## config.mk

```make
export PLATFORM = sky130hd
export DESIGN_NAME = my_if_tx
export DESIGN_NICKNAME = d
export VERILOG_FILES = /design/src/rtl/my_if_tx.sv
export SDC_FILE = /design/constraint.sdc
export NUM_CORES = 1
export LEC_CHECK = 0
export ABC_AREA = 1
export BUFFER_PORTS_ARGS = -buffer_cell sky130_fd_sc_hd__buf_2
export CORE_UTILIZATION = 30
export DETAILED_ROUTE_END_ITERATION = 8
export MAX_ROUTING_LAYER = met4
export PLACE_DENSITY = 0.48
export RECOVER_POWER = 50
export SLEW_MARGIN = 20
export SYNTH_ARGS = -nofsm -noshare
export SYNTH_HDL_FRONTEND = slang
export SYNTH_SLANG_ARGS = --single-unit
```

## constraint.sdc

```tcl
create_clock -name clk -period 2.1 [get_ports clk]
set_clock_uncertainty 0.15 [all_clocks]
set_input_delay 0.21 -clock clk [delete_from_list [all_inputs] [get_ports clk]]
set_output_delay 0.21 -clock clk [all_outputs]
set_load 0.01 [all_outputs]
```

## src/rtl/my_if_tx.sv

```systemverilog
// my_if transmitter: accepts host words via valid/ready and serializes them LSB-beat first
// onto the valid-only my_if bus with a programmable idle gap. Optional parity: MY_IF_TX_PARITY_EN.
module my_if_tx #(
    parameter int unsigned DW    = 8,
    parameter int unsigned BEATS = 4,
    parameter int unsigned GAP   = 0
) (
    input  logic                  clk,
    input  logic                  rst,
    input  logic                  in_valid,
    output logic                  in_ready,
    input  logic [DW*BEATS-1:0]   in_data,
    output logic                  out_valid,
    output logic [DW-1:0]         out_data,
`ifdef MY_IF_TX_PARITY_EN
    output logic                  out_par,
`endif
    output logic                  busy
);

    localparam int unsigned WW        = DW * BEATS;
    localparam logic [3:0]  BEAT_LAST = 4'(BEATS - 1);
    localparam logic [3:0]  GAP_LAST  = 4'((GAP == 0) ? 0 : GAP - 1);
    localparam logic        HAS_GAP   = 1'(GAP != 0);

    typedef enum logic [1:0] {
        ST_IDLE = 2'd0,
        ST_SEND = 2'd1,
        ST_GAP  = 2'd2
    } state_t;

    state_t          state_q, state_d;
    logic [3:0]      beat_idx_q, beat_idx_d;
    logic [3:0]      gap_cnt_q, gap_cnt_d;
    logic [WW-1:0]   shift_q, shift_d;
    logic [WW-1:0]   pend_q, pend_d;
    logic            pend_valid_q, pend_valid_d;
    logic            out_valid_d;
    logic [DW-1:0]   out_data_d;
    logic            busy_d;
    logic            accept;
    logic            load;
    logic            advance;

    // Pend is the only host-facing storage, so readiness is just "pend is free".
    assign in_ready = !rst && !pend_valid_q;
    assign accept   = in_valid && in_ready;

    always_ff @(posedge clk or posedge rst) begin
        if (rst) begin
            state_q      <= ST_IDLE;
            beat_idx_q   <= '0;
            gap_cnt_q    <= '0;
            shift_q      <= '0;
            pend_q       <= '0;
            pend_valid_q <= 1'b0;
            out_valid    <= 1'b0;
            out_data     <= '0;
            busy         <= 1'b0;
        end else begin
            state_q      <= state_d;
            beat_idx_q   <= beat_idx_d;
            gap_cnt_q    <= gap_cnt_d;
            shift_q      <= shift_d;
            pend_q       <= pend_d;
            pend_valid_q <= pend_valid_d;
            out_valid    <= out_valid_d;
            out_data     <= out_data_d;
            busy         <= busy_d;
        end
    end

    // Next-state: decide whether this edge loads a new word, advances a beat, or idles.
    always_comb begin
        state_d      = state_q;
        beat_idx_d   = beat_idx_q;
        gap_cnt_d    = gap_cnt_q;
        shift_d      = shift_q;
        pend_d       = pend_q;
        out_valid_d  = 1'b0;
        out_data_d   = out_data;
        load         = 1'b0;
        advance      = 1'b0;

        case (state_q)
            ST_IDLE: begin
                if (pend_valid_q) load = 1'b1;
            end
            ST_SEND: begin
                if (HAS_GAP) begin
                    state_d   = ST_GAP;
                    gap_cnt_d = '0;
                end else if (beat_idx_q == BEAT_LAST) begin
                    if (pend_valid_q) load = 1'b1;
                    else              state_d = ST_IDLE;
                end else begin
                    advance = 1'b1;
                end
            end
            ST_GAP: begin
                if (gap_cnt_q == GAP_LAST) begin
                    if (beat_idx_q == BEAT_LAST) begin
                        if (pend_valid_q) load = 1'b1;
                        else              state_d = ST_IDLE;
                    end else begin
                        advance = 1'b1;
                    end
                end else begin
                    gap_cnt_d = gap_cnt_q + 4'd1;
                end
            end
            default: state_d = ST_IDLE;
        endcase

        if (load) begin
            state_d     = ST_SEND;
            beat_idx_d  = '0;
            out_valid_d = 1'b1;
            out_data_d  = pend_q[DW-1:0];
            shift_d     = pend_q >> DW;
        end
        if (advance) begin
            state_d     = ST_SEND;
            beat_idx_d  = beat_idx_q + 4'd1;
            out_valid_d = 1'b1;
            out_data_d  = shift_q[DW-1:0];
            shift_d     = shift_q >> DW;
        end

        if (accept) pend_d = in_data;
        pend_valid_d = (pend_valid_q && !load) || accept;
        busy_d       = (state_d != ST_IDLE) || pend_valid_d;
    end

`ifdef MY_IF_TX_PARITY_EN
    // Parity travels with the beat it covers and is forced low outside valid cycles.
    always_ff @(posedge clk or posedge rst) begin
        if (rst) out_par <= 1'b0;
        else     out_par <= out_valid_d & (^out_data_d);
    end
`endif

endmodule

```

### Word level (Yosys, flattened, before mapping)

Cells that the tools add are included.

* shift-type cells: 0
* bitwise logic cells: 1
* $lt $le $gt $ge: 0
* equality and inequality tests: 3
* reduce and logical (&&, ||, !) cells: 13
* add/subtract/negate cells: 2
* mux-type cells: 21
* div/mod/pow operators: 0
* multipliers: 0

Operator list (number)
* two-way mux 32 bit: 2
* two-way mux 8 bit: 2
* two-way mux 2 bit: 5
* adder 4 x 1 -> 4 bit (second input constant): 2
* two-way mux 4 bit: 2
* two-way mux 1 bit: 7
* one-hot mux 2 bit (3 select lines): 1
* == test 4 x 2 -> 1 bit (second input constant): 1
* logical NOT 4 bit: 1
* nonzero test 2 bit: 2
* logical AND 1 bit: 3
* logical NOT 1 bit: 3
* one-hot mux 1 bit (3 select lines): 1
* == test 2 x 1 -> 1 bit (second input constant): 1
* == test 2 bit (second input constant): 1
* logical NOT 2 bit: 1
* logical OR 1 bit: 2
* one-hot mux 1 bit (2 select lines): 1
* AND reduction 2 bit: 1
* NOT 1 bit: 1

* output and inout port bits: 11
* memories: 0
* bits in read-only memories: 0
* bits in latches: 0
* bits in writable memories: 0
* word-level logic and storage cells: 49
* input port bits: 35
* bits in registers: 85

### Depth between registers and ports, before layout

* depth in word-level cells: 8
* gate-level depth with buffers: 12
* depth with buffers taken out: 11

### Least setup slack after synthesis

OpenSTA, ideal clock, no wires.

* kind: register -> register
* start point: register state_q[0]
* end point: register busy
* path slack: 453 ps
* required time: 1831 ps
* clock period less this slack: 1647 ps
* arrival: 1378 ps
* path buffers: 1
* cell stages (with the launch flop): 13
* library setup time: 119 ps
* cells stage by stage: dfrtp_1 inv_1 ha_1 nand3_2 nand2_2 nand2_1 nand2_1 nand2_2 nand2_4 buf_4 nor2_2 inv_1 nand2_1

* elaborated cells between the ends (all ways): 16
* classes of those cells: 2 x eq/ne; 8 x mux; 6 x reduce/logical

RTL lines
* start, declared: line 32 `state_t state_q, state_d;`
* start signal, assigned: line 61 `state_q <= state_d;`
* == test 2 bit, or another cell as far along: line 85 `case (state_q)`
* one-hot mux 2 bit (3 select lines) / one-hot mux 1 bit (3 select lines) (equally long branches): line 85
* two-way mux 2 bit: line 115 `if (load) begin`
* two-way mux 2 bit *: line 122 `if (advance) begin`
* via state_d[1]: line 32
* nonzero test 2 bit *: line 132 `busy_d = (state_d != ST_IDLE) || pend_valid_d;`
* logical OR 1 bit *: line 132
* via busy_d: line 40 `logic busy_d;`
* end signal, assigned: line 69 `busy <= busy_d;`
* end, declared: line 18 `output logic busy`

The timed path passes the listed nets; every way through them passes the cells marked *.
A chain may end at the register's enable or synchronous reset.

### Worst setup path after layout

* start point: register state_q[0]
* end point: register shift_q[14]

* cells in the longest elaborated chain, start to end: 3
* elaborated cells between the ends (all ways): 7
* classes of those cells: 2 x eq/ne; 3 x mux; 2 x reduce/logical

RTL lines
* == test 2 bit, or another cell as far along: line 85
* one-hot mux 1 bit (3 select lines) / one-hot mux 1 bit (2 select lines) (equally long branches): line 85
* nonzero test 2 bit (no line) / two-way mux 32 bit (equally long branches)
* end signal, assigned: line 64 `shift_q <= shift_d;`
* end, declared: line 35 `logic [WW-1:0] shift_q, shift_d;`

Parallel ways exist; a longest one is shown, timed or not.

==> results.sh <==
export IMPL_totalWireLength_mm=6.78
export IMPL_required_ns=2.15
export IMPL_grt_usage_pct=13.5
export IMPL_route_detailed_drc=0
export IMPL_clock_latency_ns=0.32
export IMPL_clk_pin_slew_ns=0.06
export IMPL_drt_initial_drc_count=54
export IMPL_finalCritPeriodShare_pct=91.0
export IMPL_timing_hold_violations_final=0
export IMPL_grt_pass1_wl_mm=11.8
export IMPL_cts_tree="built"
export IMPL_rows=38
export IMPL_fin_nets=467
export IMPL_synth_most_common_cell="nand2_1"
export IMPL_drv_cap=0
export IMPL_critPathLaunchType="flip-flop"
export IMPL_viasPerCell=4.36
export IMPL_seq_area_frac_synth_pct=56.5
export IMPL_io_buffers=45
export IMPL_yosysTopAreaCell="dfrtp_1"
export IMPL_first_pass_iters=4
export IMPL_arrival_ns=1.97
export IMPL_clockRootBuffer="clkbuf_16"
export IMPL_ios=46
export IMPL_drive_above_1_share_pct=24.5
export IMPL_syn_num_nets=382
export IMPL_end_kind="flip-flop"
export IMPL_setup_violations=0
export IMPL_grt_pass1_vias=2529
export IMPL_cts_sinks=77
export IMPL_min_period_ns=1.91
export IMPL_dieArea_sq_um=11800
export IMPL_hold_path_class="in2reg"
export IMPL_cts_path_max_buffers=2
export IMPL_crit_fanout=25
export IMPL_maxSlewViolCount=0
export IMPL_place_hpwl_mm=4.56
export IMPL_area_delta_synth_final_pct=31.1
export IMPL_synth_common_cells="nand2_1 (81), dfrtp_1 (77), o21ai_0 (49)"
export IMPL_status="finished, final reports clean"
export IMPL_place_gp_congestion=0.736
export IMPL_finalCoreUtilization_pct=40.7
export IMPL_yosys_warnings=0
export IMPL_grt_overflow_total=0
export IMPL_grt_max_degree=34
export IMPL_seq_area_sq_um=1930
export IMPL_irDropWorstVdd_mv=0.521
export IMPL_final_cell_count_no_fill=569
export IMPL_ys_seq_elements=77
export IMPL_vias=2481
export IMPL_synth_edf_count=0
export IMPL_htree_num_levels=3
export IMPL_die_h_um=109
export IMPL_start_util_pct=31.1
export IMPL_multi_input_area_sq_um=1250
export IMPL_synthTopCellsByArea="dfrtp_1 (56%), mux2_2 (11%), nand2_1 (8.9%)"
export IMPL_cts_buffers=9
export IMPL_design_core_area_sq_um=11000
export IMPL_fillCellCount=1090
export IMPL_fp_dieW_um=109
export IMPL_netlist_area_sq_um=3410
export IMPL_post_place_cells=518
export IMPL_async_reset_ff_share_pct=100
export IMPL_antenna_found_initial=0
export IMPL_synthFlopType="dfrtp_1"
export IMPL_timing_slew_headroom_pct=17.1
export IMPL_num_antenna_cells=0
export IMPL_syn_avg_cell_area_sq_um=10.0
export IMPL_worstSetupPathType="reg2reg"
export IMPL_synthCells=340
export IMPL_power_density_nw_per_um2=1250
export IMPL_tns_ns=0
export IMPL_netlist_area_leader_share_pct=56.5
export IMPL_ys_types=26
export IMPL_worstMarginPinSlew_ns=1.24
export IMPL_ant_nets=0
export IMPL_leakage_nw=2.06
export IMPL_clock_fmax_mhz=523
export IMPL_routedWlPerCell_um=11.9
routing by layer:
metal | GRT usage, % | part of all wire (%) | up-vias
met4 | 4.92 | 0.75 | 0
met3 | 3.41 | 3.7 | 6
met1 | 17.9 | 49 | 1174
met2 | 19.9 | 47 | 43
met5 | - | 0 | -
li1 | - | - | 1258
critical path, cell delays in order (launching register included):
cell and delay, ns:
dfrtp_1 0.40, inv_1 0.11, ha_2 0.22, nand3_2 0.09
nand2_2 0.10, nand3b_4 0.19, buf_6 0.23, nand2_1 0.09
o21ai_0 0.09, nand2_1 0.06, o21ai_0 0.07
layout by cell type (no fill, tap or decap), types with 2 or more instances in the layout:
| master | n |
|---|---|
| clkbuf_1 | 11 |
| dlygate4sd3_1 | 33 |
| ha_1 | 6 |
| dfrtp_1 | 77 |
| nand3_1 | 13 |
| buf_4 | 5 |
| nand2_2 | 2 |
| inv_1 | 38 |
| clkbuf_16 | 9 |
| nand2_1 | 81 |
| clkinv_2 | 2 |
| buf_2 | 34 |
| nor2_2 | 2 |
| nor2_1 | 8 |
| clkbuf_8 | 2 |
| xnor2_1 | 2 |
| xor2_1 | 2 |
| buf_12 | 3 |
| mux2_2 | 32 |
| o21ai_0 | 47 |
| buf_6 | 2 |
| o21ai_1 | 4 |
flip-flops by register name (all words and copies together) (netlist names):
signal / flops
beat_idx_q: 4
pend_valid_q: 1
out_valid: 1
gap_cnt_q: 4
pend_q: 32
out_data: 8
state_q: 2
shift_q: 24
busy: 1
path summary, 6_finish.rpt:
kind / cells past startpoint / startpoint / slack [ns] / to
worst max-delay path: 10 / state_q[0]$_DFF_PP0_ / 0.19 / shift_q[14]$_DFFE_PP0P_
worst min-delay path: 4 / in_valid / 0.22 / pend_valid_q$_DFF_PP0_
worst max register to register: 10 / state_q[0]$_DFF_PP0_ / 0.19 / shift_q[14]$_DFFE_PP0P_
worst min register to register: 2 / out_data[3]$_DFFE_PP0P_ / 0.32 / out_data[3]$_DFFE_PP0P_
max in group asynchronous: 4 / rst / 0.31 / pend_q[12]$_DFFE_PP0P_
min in group asynchronous: 3 / rst / 0.54 / state_q[1]$_DFF_PP0_
metrics by stage:
stage	area (sq um)	setup WS (ns)	hold slack, ns	power [W]
finish	4470	0.188	0.220	0.00558
global route	4470	-0.00577	0.241	0.00605
CTS	4450	0.106	0.214	0.00562
detailed placement	3820	0.128	0.178	0.00399
global placement	3820	0.167	0.175	0.00395
floorplan	3420	0.453	0.211	0.00355
area by class of cell:
| class | count | area share, % |
|---|---|---|
| multi-input cells | 208 | 28.0 |
| inverters | 40 | 3.38 |
| repair buffers | 89 | 15.0 |
| clock inverters | 4 | 1.06 |
| well taps | 140 | 3.91 |
| flip-flops and latches | 77 | 43.1 |
| clock buffers | 11 | 5.65 |
what timing repair did:
item                                    CTS  global route
buffers inserted                          0             3
endpoints found under the setup margin    0            33
hold buffers                             33             0
gates resized for setup                   0             6
endpoints found under the hold margin    57             0
where the power goes:
part | internal [W] | total, W | switching, W
Combinational | 0.000786 | 0.00172 | 0.000939
Sequential | 0.00204 | 0.00231 | 0.000277
Clock | 0.000973 | 0.00154 | 0.000569
cell families (layout without fill, tap and decap cells):
logic type | count (synthesis) | after routing | share of synthesized area [%]
buffers and inverters | 55 | 144 | 7.22
multiplexers | 32 | 32 | 10.6
AND/OR/NAND/NOR | 112 | 112 | 14.3
XOR/XNOR | 4 | 4 | 1.03
adder cells (fa/ha/maj) | 7 | 7 | 2.57
AO/OA/AOI/OAI | 53 | 53 | 7.88
flip-flops | 77 | 77 | 56.5
(Power assumes the default switching activity.)
